## src/rtl/pwm_pkg.sv

```systemverilog
// Shared definitions for the PWM fade controller slice.
// Contents:
//   DUTY_W       - width of the PWM duty value (1/1024 units)
//   RATE_W       - width of the fade rate (PWM periods per step minus 1)
//   fade_state_e - fade controller states
package pwm_pkg;

  localparam int DUTY_W = 10;
  localparam int RATE_W = 8;

  typedef enum logic [1:0] {
    IDLE   = 2'd0,
    RAMP   = 2'd1,
    FINISH = 2'd2
  } fade_state_e;

endpackage

```

## src/rtl/pwm_period_timer.sv

```systemverilog
// Free-running PWM period counter. It counts 0..TICK_LEN-1 and wraps, and it
// flags the last clock of each period so other PWM controllers can align to it.
// Ports:
//   clk         - clock
//   reset       - synchronous active-high reset, clears the counter
//   period_tick - high on the last clock of each PWM period
module pwm_period_timer #(
  parameter int TICK_LEN = 11
) (
  input  logic clk,
  input  logic reset,
  output logic period_tick
);

  localparam int CNT_W = (TICK_LEN > 1) ? $clog2(TICK_LEN) : 1;
  localparam logic [CNT_W-1:0] LAST = CNT_W'(TICK_LEN - 1);

  logic [CNT_W-1:0] cnt_q;
  logic [CNT_W-1:0] cnt_d;

  always_comb begin
    cnt_d = cnt_q + 1'b1;
    if (cnt_q == LAST) begin
      cnt_d = '0;
    end
  end

  always_ff @(posedge clk) begin
    if (reset) begin
      cnt_q <= '0;
    end else begin
      cnt_q <= cnt_d;
    end
  end

  // Gated by reset so the tick stays low even for a degenerate TICK_LEN of 1.
  assign period_tick = !reset && (cnt_q == LAST);

endmodule

```

## src/rtl/pwm_fade_ctrl.sv

```systemverilog
// PWM fade controller. Accepts a fade command (target duty, rate) and walks
// the registered duty one LSB at a time toward the target, only on PWM period
// boundaries, so the PWM generator sees each new duty from the start of a period.
// Ports:
//   clk, reset   - clock, synchronous active-high reset
//   cmd_valid    - fade command present
//   cmd_ready    - command accepted when cmd_valid and cmd_ready are both high
//   cmd_target   - target duty (1/1024 units)
//   cmd_rate     - PWM periods per 1-LSB step minus 1
//   abort        - stop the active fade, holding the current duty
//   duty         - registered duty to the PWM generator
//   period_tick  - pulse on the last clock of each PWM period
//   busy         - high whenever a fade is in progress or finishing
//   done         - one-cycle pulse when a fade completes
module pwm_fade_ctrl
  import pwm_pkg::*;
#(
  parameter int CLK_HZ   = 100_000_000,
  parameter int PWM_FREQ = 5000
) (
  input  logic              clk,
  input  logic              reset,
  input  logic              cmd_valid,
  output logic              cmd_ready,
  input  logic [DUTY_W-1:0] cmd_target,
  input  logic [RATE_W-1:0] cmd_rate,
  input  logic              abort,
  output logic [DUTY_W-1:0] duty,
  output logic              period_tick,
  output logic              busy,
  output logic              done
);

  // Matches the PWM generator's period length in clocks.
  localparam int TICK_LEN = CLK_HZ / PWM_FREQ + 1;

  fade_state_e       state_q,    state_d;
  logic [DUTY_W-1:0] duty_q,     duty_d;
  logic [DUTY_W-1:0] target_q,   target_d;
  logic [RATE_W-1:0] rate_q,     rate_d;
  logic [RATE_W-1:0] rate_cnt_q, rate_cnt_d;

  pwm_period_timer #(
    .TICK_LEN (TICK_LEN)
  ) u_period_timer (
    .clk         (clk),
    .reset       (reset),
    .period_tick (period_tick)
  );

  always_comb begin
    state_d    = state_q;
    duty_d     = duty_q;
    target_d   = target_q;
    rate_d     = rate_q;
    rate_cnt_d = rate_cnt_q;

    case (state_q)
      IDLE: begin
        if (cmd_valid) begin
          target_d   = cmd_target;
          rate_d     = cmd_rate;
          rate_cnt_d = '0;
          state_d    = (cmd_target == duty_q) ? FINISH : RAMP;
        end
      end

      RAMP: begin
        // Abort has priority over a step landing on the same tick.
        if (abort) begin
          state_d = IDLE;
        end else if (period_tick) begin
          if (rate_cnt_q == rate_q) begin
            rate_cnt_d = '0;
            // Stepping only toward an in-range target means duty cannot wrap.
            if (target_q > duty_q) begin
              duty_d = duty_q + 1'b1;
            end else if (target_q < duty_q) begin
              duty_d = duty_q - 1'b1;
            end
            if (duty_d == target_q) begin
              state_d = FINISH;
            end
          end else begin
            rate_cnt_d = rate_cnt_q + 1'b1;
          end
        end
      end

      FINISH: begin
        state_d = IDLE;
      end

      default: begin
        state_d = IDLE;
      end
    endcase
  end

  always_ff @(posedge clk) begin
    if (reset) begin
      state_q    <= IDLE;
      duty_q     <= '0;
      target_q   <= '0;
      rate_q     <= '0;
      rate_cnt_q <= '0;
    end else begin
      state_q    <= state_d;
      duty_q     <= duty_d;
      target_q   <= target_d;
      rate_q     <= rate_d;
      rate_cnt_q <= rate_cnt_d;
    end
  end

  // Status outputs are forced low during reset, including its first cycle,
  // before the state register has been cleared.
  assign cmd_ready = !reset && (state_q == IDLE);
  assign busy      = !reset && (state_q != IDLE);
  assign done      = !reset && (state_q == FINISH);
  assign duty      = duty_q;

endmodule

```

## config.mk

```make
export PLATFORM = sky130hd
export DESIGN_NAME = pwm_fade_ctrl
export DESIGN_NICKNAME = d
export VERILOG_FILES = /design/src/rtl/pwm_pkg.sv /design/src/rtl/pwm_period_timer.sv /design/src/rtl/pwm_fade_ctrl.sv
export SDC_FILE = /design/constraint.sdc
export NUM_CORES = 1
export LEC_CHECK = 0
export BUFFER_PORTS_ARGS = -buffer_cell sky130_fd_sc_hd__buf_2
export CORE_MARGIN = 2
export CORE_UTILIZATION = 26
export DETAILED_ROUTE_END_ITERATION = 6
export PLACE_DENSITY_LB_ADDON = 0.2
export REMOVE_ABC_BUFFERS = 1
export SETUP_SLACK_MARGIN = 0.02
export SLEW_MARGIN = 20
export SYNTH_ARGS = -nofsm -noshare
export SYNTH_HDL_FRONTEND = slang
export SYNTH_SLANG_ARGS = --single-unit
```

## constraint.sdc

```tcl
create_clock -name clk -period 2.5 [get_ports clk]
set_input_delay 0.125 -clock clk [delete_from_list [all_inputs] [get_ports clk]]
set_output_delay 0.125 -clock clk [all_outputs]
set_load 0.02 [all_outputs]
```

==> metrics.md <==
| Metric | Value |
|---|---|
| Avg Synthesized Cell Area | 8.20 um^2 |
| Distinct cells, synth | 65 |
| Synthesis Warnings | 0 |
| Failing checks | setup timing |
| WS Path Type | register to register |
| Syn Inst Count | 440 |
| Final period utilization | 102% |
| Bufs on Longest Clock Path | 2 |
| Overflow after GRT | 0 |
| Hold Fails Final Rpt | 0 |
| Global-route wire length before repair | 17.6 mm |
| Pwr per Cell Area | 490 mW/mm^2 |
| Initial DRC count | 194 |
| Number of fill cells | 1445 |
| Share of cells above drive strength 1 | 29.8% |
| Clock Sinks | 53 |
| Asr flop ratio synth | 0% |
| Core area | 0.0137 mm^2 |
| Worst min path class | input port to register |
| Combinational fraction of design power | 25.6% |
| Final #Nets | 557 |
| Initial core utilization | 26.3% |
| Peak supply drop | 0.237 mV |
| Clock Root Buffer | clkbuf_16 |
| WL per Instance | 15.5 um |
| P&R area growth vs syn | 31.4% |
| Largest cells by area after synthesis | dfxtp_1 (29%), xnor2_1 (9.0%), nand2_1 (5.8%) |
| Clk_lat worst skew | 0.30 ns |
| Hold buffers post-CTS | 0 |
| Die area | 0.0148 mm^2 |
| Port-buffer cells | 35 |
| TritonCTS Buffers | 5 |
| Max-slew violation count | 0 |
| RePlAce Congestion | 0.844 |
| IO Count | 36 |
| Slew HR | 60.1% |
| Global router's overall resource usage | 14.9% |
| Net Sw Frac | 29.4% |
| Worst Tran Pin Value | 0.593 ns |
| Sequential power share | 38.5% |
| Final setup margin | -0.0540 ns |
| Hpwl dp | 7.95 mm |
| CTS tree | done |
| Register area share after synthesis | 29.4% |
| Drt total wl | 10.9 mm |
| Beginning of the worst hold path | cmd_rate[2] |
| Worst Path Max Fanout | 6 |
| Power Internal | 0.00164 W |
| Worst Hold Depth | 3 |
| EDFF count, synth | 0 |
| Pre-antenna DRT Iters | 4 |
| Pre-CTS setup slack | -0.150 ns |
| Yosys top cell area share | 29.4% |
| Via Count | 3436 |
| Critical Path Source | duty[7]$_SDFFE_PP0P_ |
| FF-to-FF Start | duty[7]$_SDFFE_PP0P_ |
| Vias in the first global route | 3465 |
| Vert. Die Dim | 122 um |
| Yosys reg bits | 53 |
| Clock-pin slew on the worst setup and hold paths | 0.08 ns |
| Critical Path AT | 2.75 ns |
| Post-route ant nets | 0 |
| Fin Clk Skew | 0.00622 ns |
| WP data required | 2.70 ns |
| Leading area contributor after synthesis | dfxtp_1 |
| Post-Syn Area | 0.00361 mm^2 |
| Worst R2R Path Depth | 11 |
| Largest net degree at the start of global routing | 35 |
| Tmin final | 2.55 ns |
| Clock power share | 35.8% |
| Endpoints failing setup | 1 |
| Ys flop type | dfxtp_1 |
| Fin Hold WS | 0.0612 ns |
| Leak | 1.79 nW |
| Sw power | 0.000682 W |
| RSZ-0062 raised after global routing | yes |
| Die Wd | 122 um |
| Startpoint Class | register |
| Status | complete, but fails checks |
| Fmax | 392 MHz |
| Max-Cap Viols | 0 |
| FP Rows | 43 |
| H-tree level count | 2 |
| Crit end category | register |
| DRC | 0 |
| ANT cells | 0 |
| Initial antenna violation count | 0 |
| DR vias/cell | 4.90 |
## cell usage in the layout (no fill, tap or decap), drive strengths merged, types with 6 or more instances in the layout
cell,n
a21oi,40
xnor2,37
nand4,17
nor3,9
nand3,13
dfxtp,53
o21ai,12
nand2,57
or3,10
ha,15
buf,93
xor2,18
inv,18
nor2,42
and3,6
## registers in the layout, summed over array words and instances (netlist names)
register and cells:
u_period_timer.cnt_q 15, state_q 2, rate_cnt_q 8, target_q 10, duty 10, rate_q 8
## critical path, cell delays in order, from the launching register on
cell	delay (ns)
dfxtp_2	0.34
inv_2	0.05
ha_4	0.28
buf_6	0.09
nand4_4	0.17
a211oi_4	0.35
a211oi_4	0.07
buf_6	0.15
mux2_4	0.30
a2111oi_4	0.32
a311oi_1	0.14
o21ba_1	0.20
## power groups by stage
| stage | Sequential [W] | Clock [W] | Combinational [W] |
|---|---|---|---|
| 3_5_place_dp | 0.000911 | 0 | 0.000485 |
| 2_1_floorplan | 0.000909 | 0 | 0.000299 |
| 5_1_grt | 0.000899 | 0.000886 | 0.000645 |
| 4_1_cts | 0.000894 | 0.000862 | 0.000562 |
| 3_3_place_gp | 0.000911 | 0 | 0.000482 |
| 6_report | 0.000895 | 0.000832 | 0.000594 |
## cell usage after synthesis, types with 2 or more instances
cell	count
a211oi_1	2
a211oi_4	2
a21oi_1	40
a311oi_1	2
a31oi_1	3
a32oi_1	2
and2_1	5
and3_1	6
and4_1	3
buf_2	2
buf_6	6
clkbuf_1	9
dfxtp_1	53
ha_1	15
inv_1	17
mux2_2	2
mux2i_1	4
nand2_1	56
nand2b_1	3
nand3_1	13
nand4_1	15
nand4_4	2
nor2_1	42
nor3_1	8
nor3b_1	5
nor4_1	4
nor4bb_1	2
o21ai_0	11
o21bai_1	3
o22ai_1	2
o31a_1	4
o31ai_2	2
or3_1	10
xnor2_1	37
xor2_1	18
## per-layer routing
metal	vias up	share of wire, %	global-route usage [%]
li1	1718	-	-
met1	1629	46	18.8
met2	74	48	25.5
met3	15	3.8	2.67
met4	0	2.4	4.96
met5	-	0	0
## kinds of logic after synthesis
family,after synthesis,synth area share (%)
flops,53,29.4
xor+xnor,55,13.4
compound gates,89,17.4
fa+ha+maj,15,5.20
simple gates,184,27.0
buf+inv,37,5.55
mux,7,2.15
## metrics by stage
stage	total power [W]	std cells	TNS (ns)	instance area, um^2	utilization, %
after floorplan	0.00121	420	-2.31	3470	-
after global placement	0.00139	682	-0.101	4220	30.8
after detailed placement	0.00140	682	-0.449	4220	30.8
after CTS	0.00232	699	-0.0514	4620	33.7
after global routing	0.00243	701	-0.289	4740	34.5
final	0.00232	701	-0.0540	4740	34.5
## timing repair
action                                  in CTS  in global routing
setup buffers                                9                  2
resized for setup                           25                 23
pin swaps                                   16                 15
endpoints found under the setup margin       7                  7
## layout make-up
cell class | instances | area (um^2) | share of cell area (%)
multi-input cells | 350 | 2560 | 54.1
well taps | 180 | 225 | 4.75
clock buffers | 5 | 125 | 2.64
repair buffers | 93 | 646 | 13.6
flip-flops and latches | 53 | 1070 | 22.5
clock inverters | 3 | 48.8 | 1.03
inverters | 17 | 63.8 | 1.35
## path summary, 6_finish.rpt
path                                   to  slack (ns)
setup / recovery  state_q[0]$_SDFFE_PP0P_       -0.05
hold / removal     rate_q[2]$_SDFFE_PP0P_        0.06
hold reg to reg    rate_q[7]$_SDFFE_PP0P_        0.47
setup reg to reg  state_q[0]$_SDFFE_PP0P_       -0.05
(Power assumes the default switching activity.)
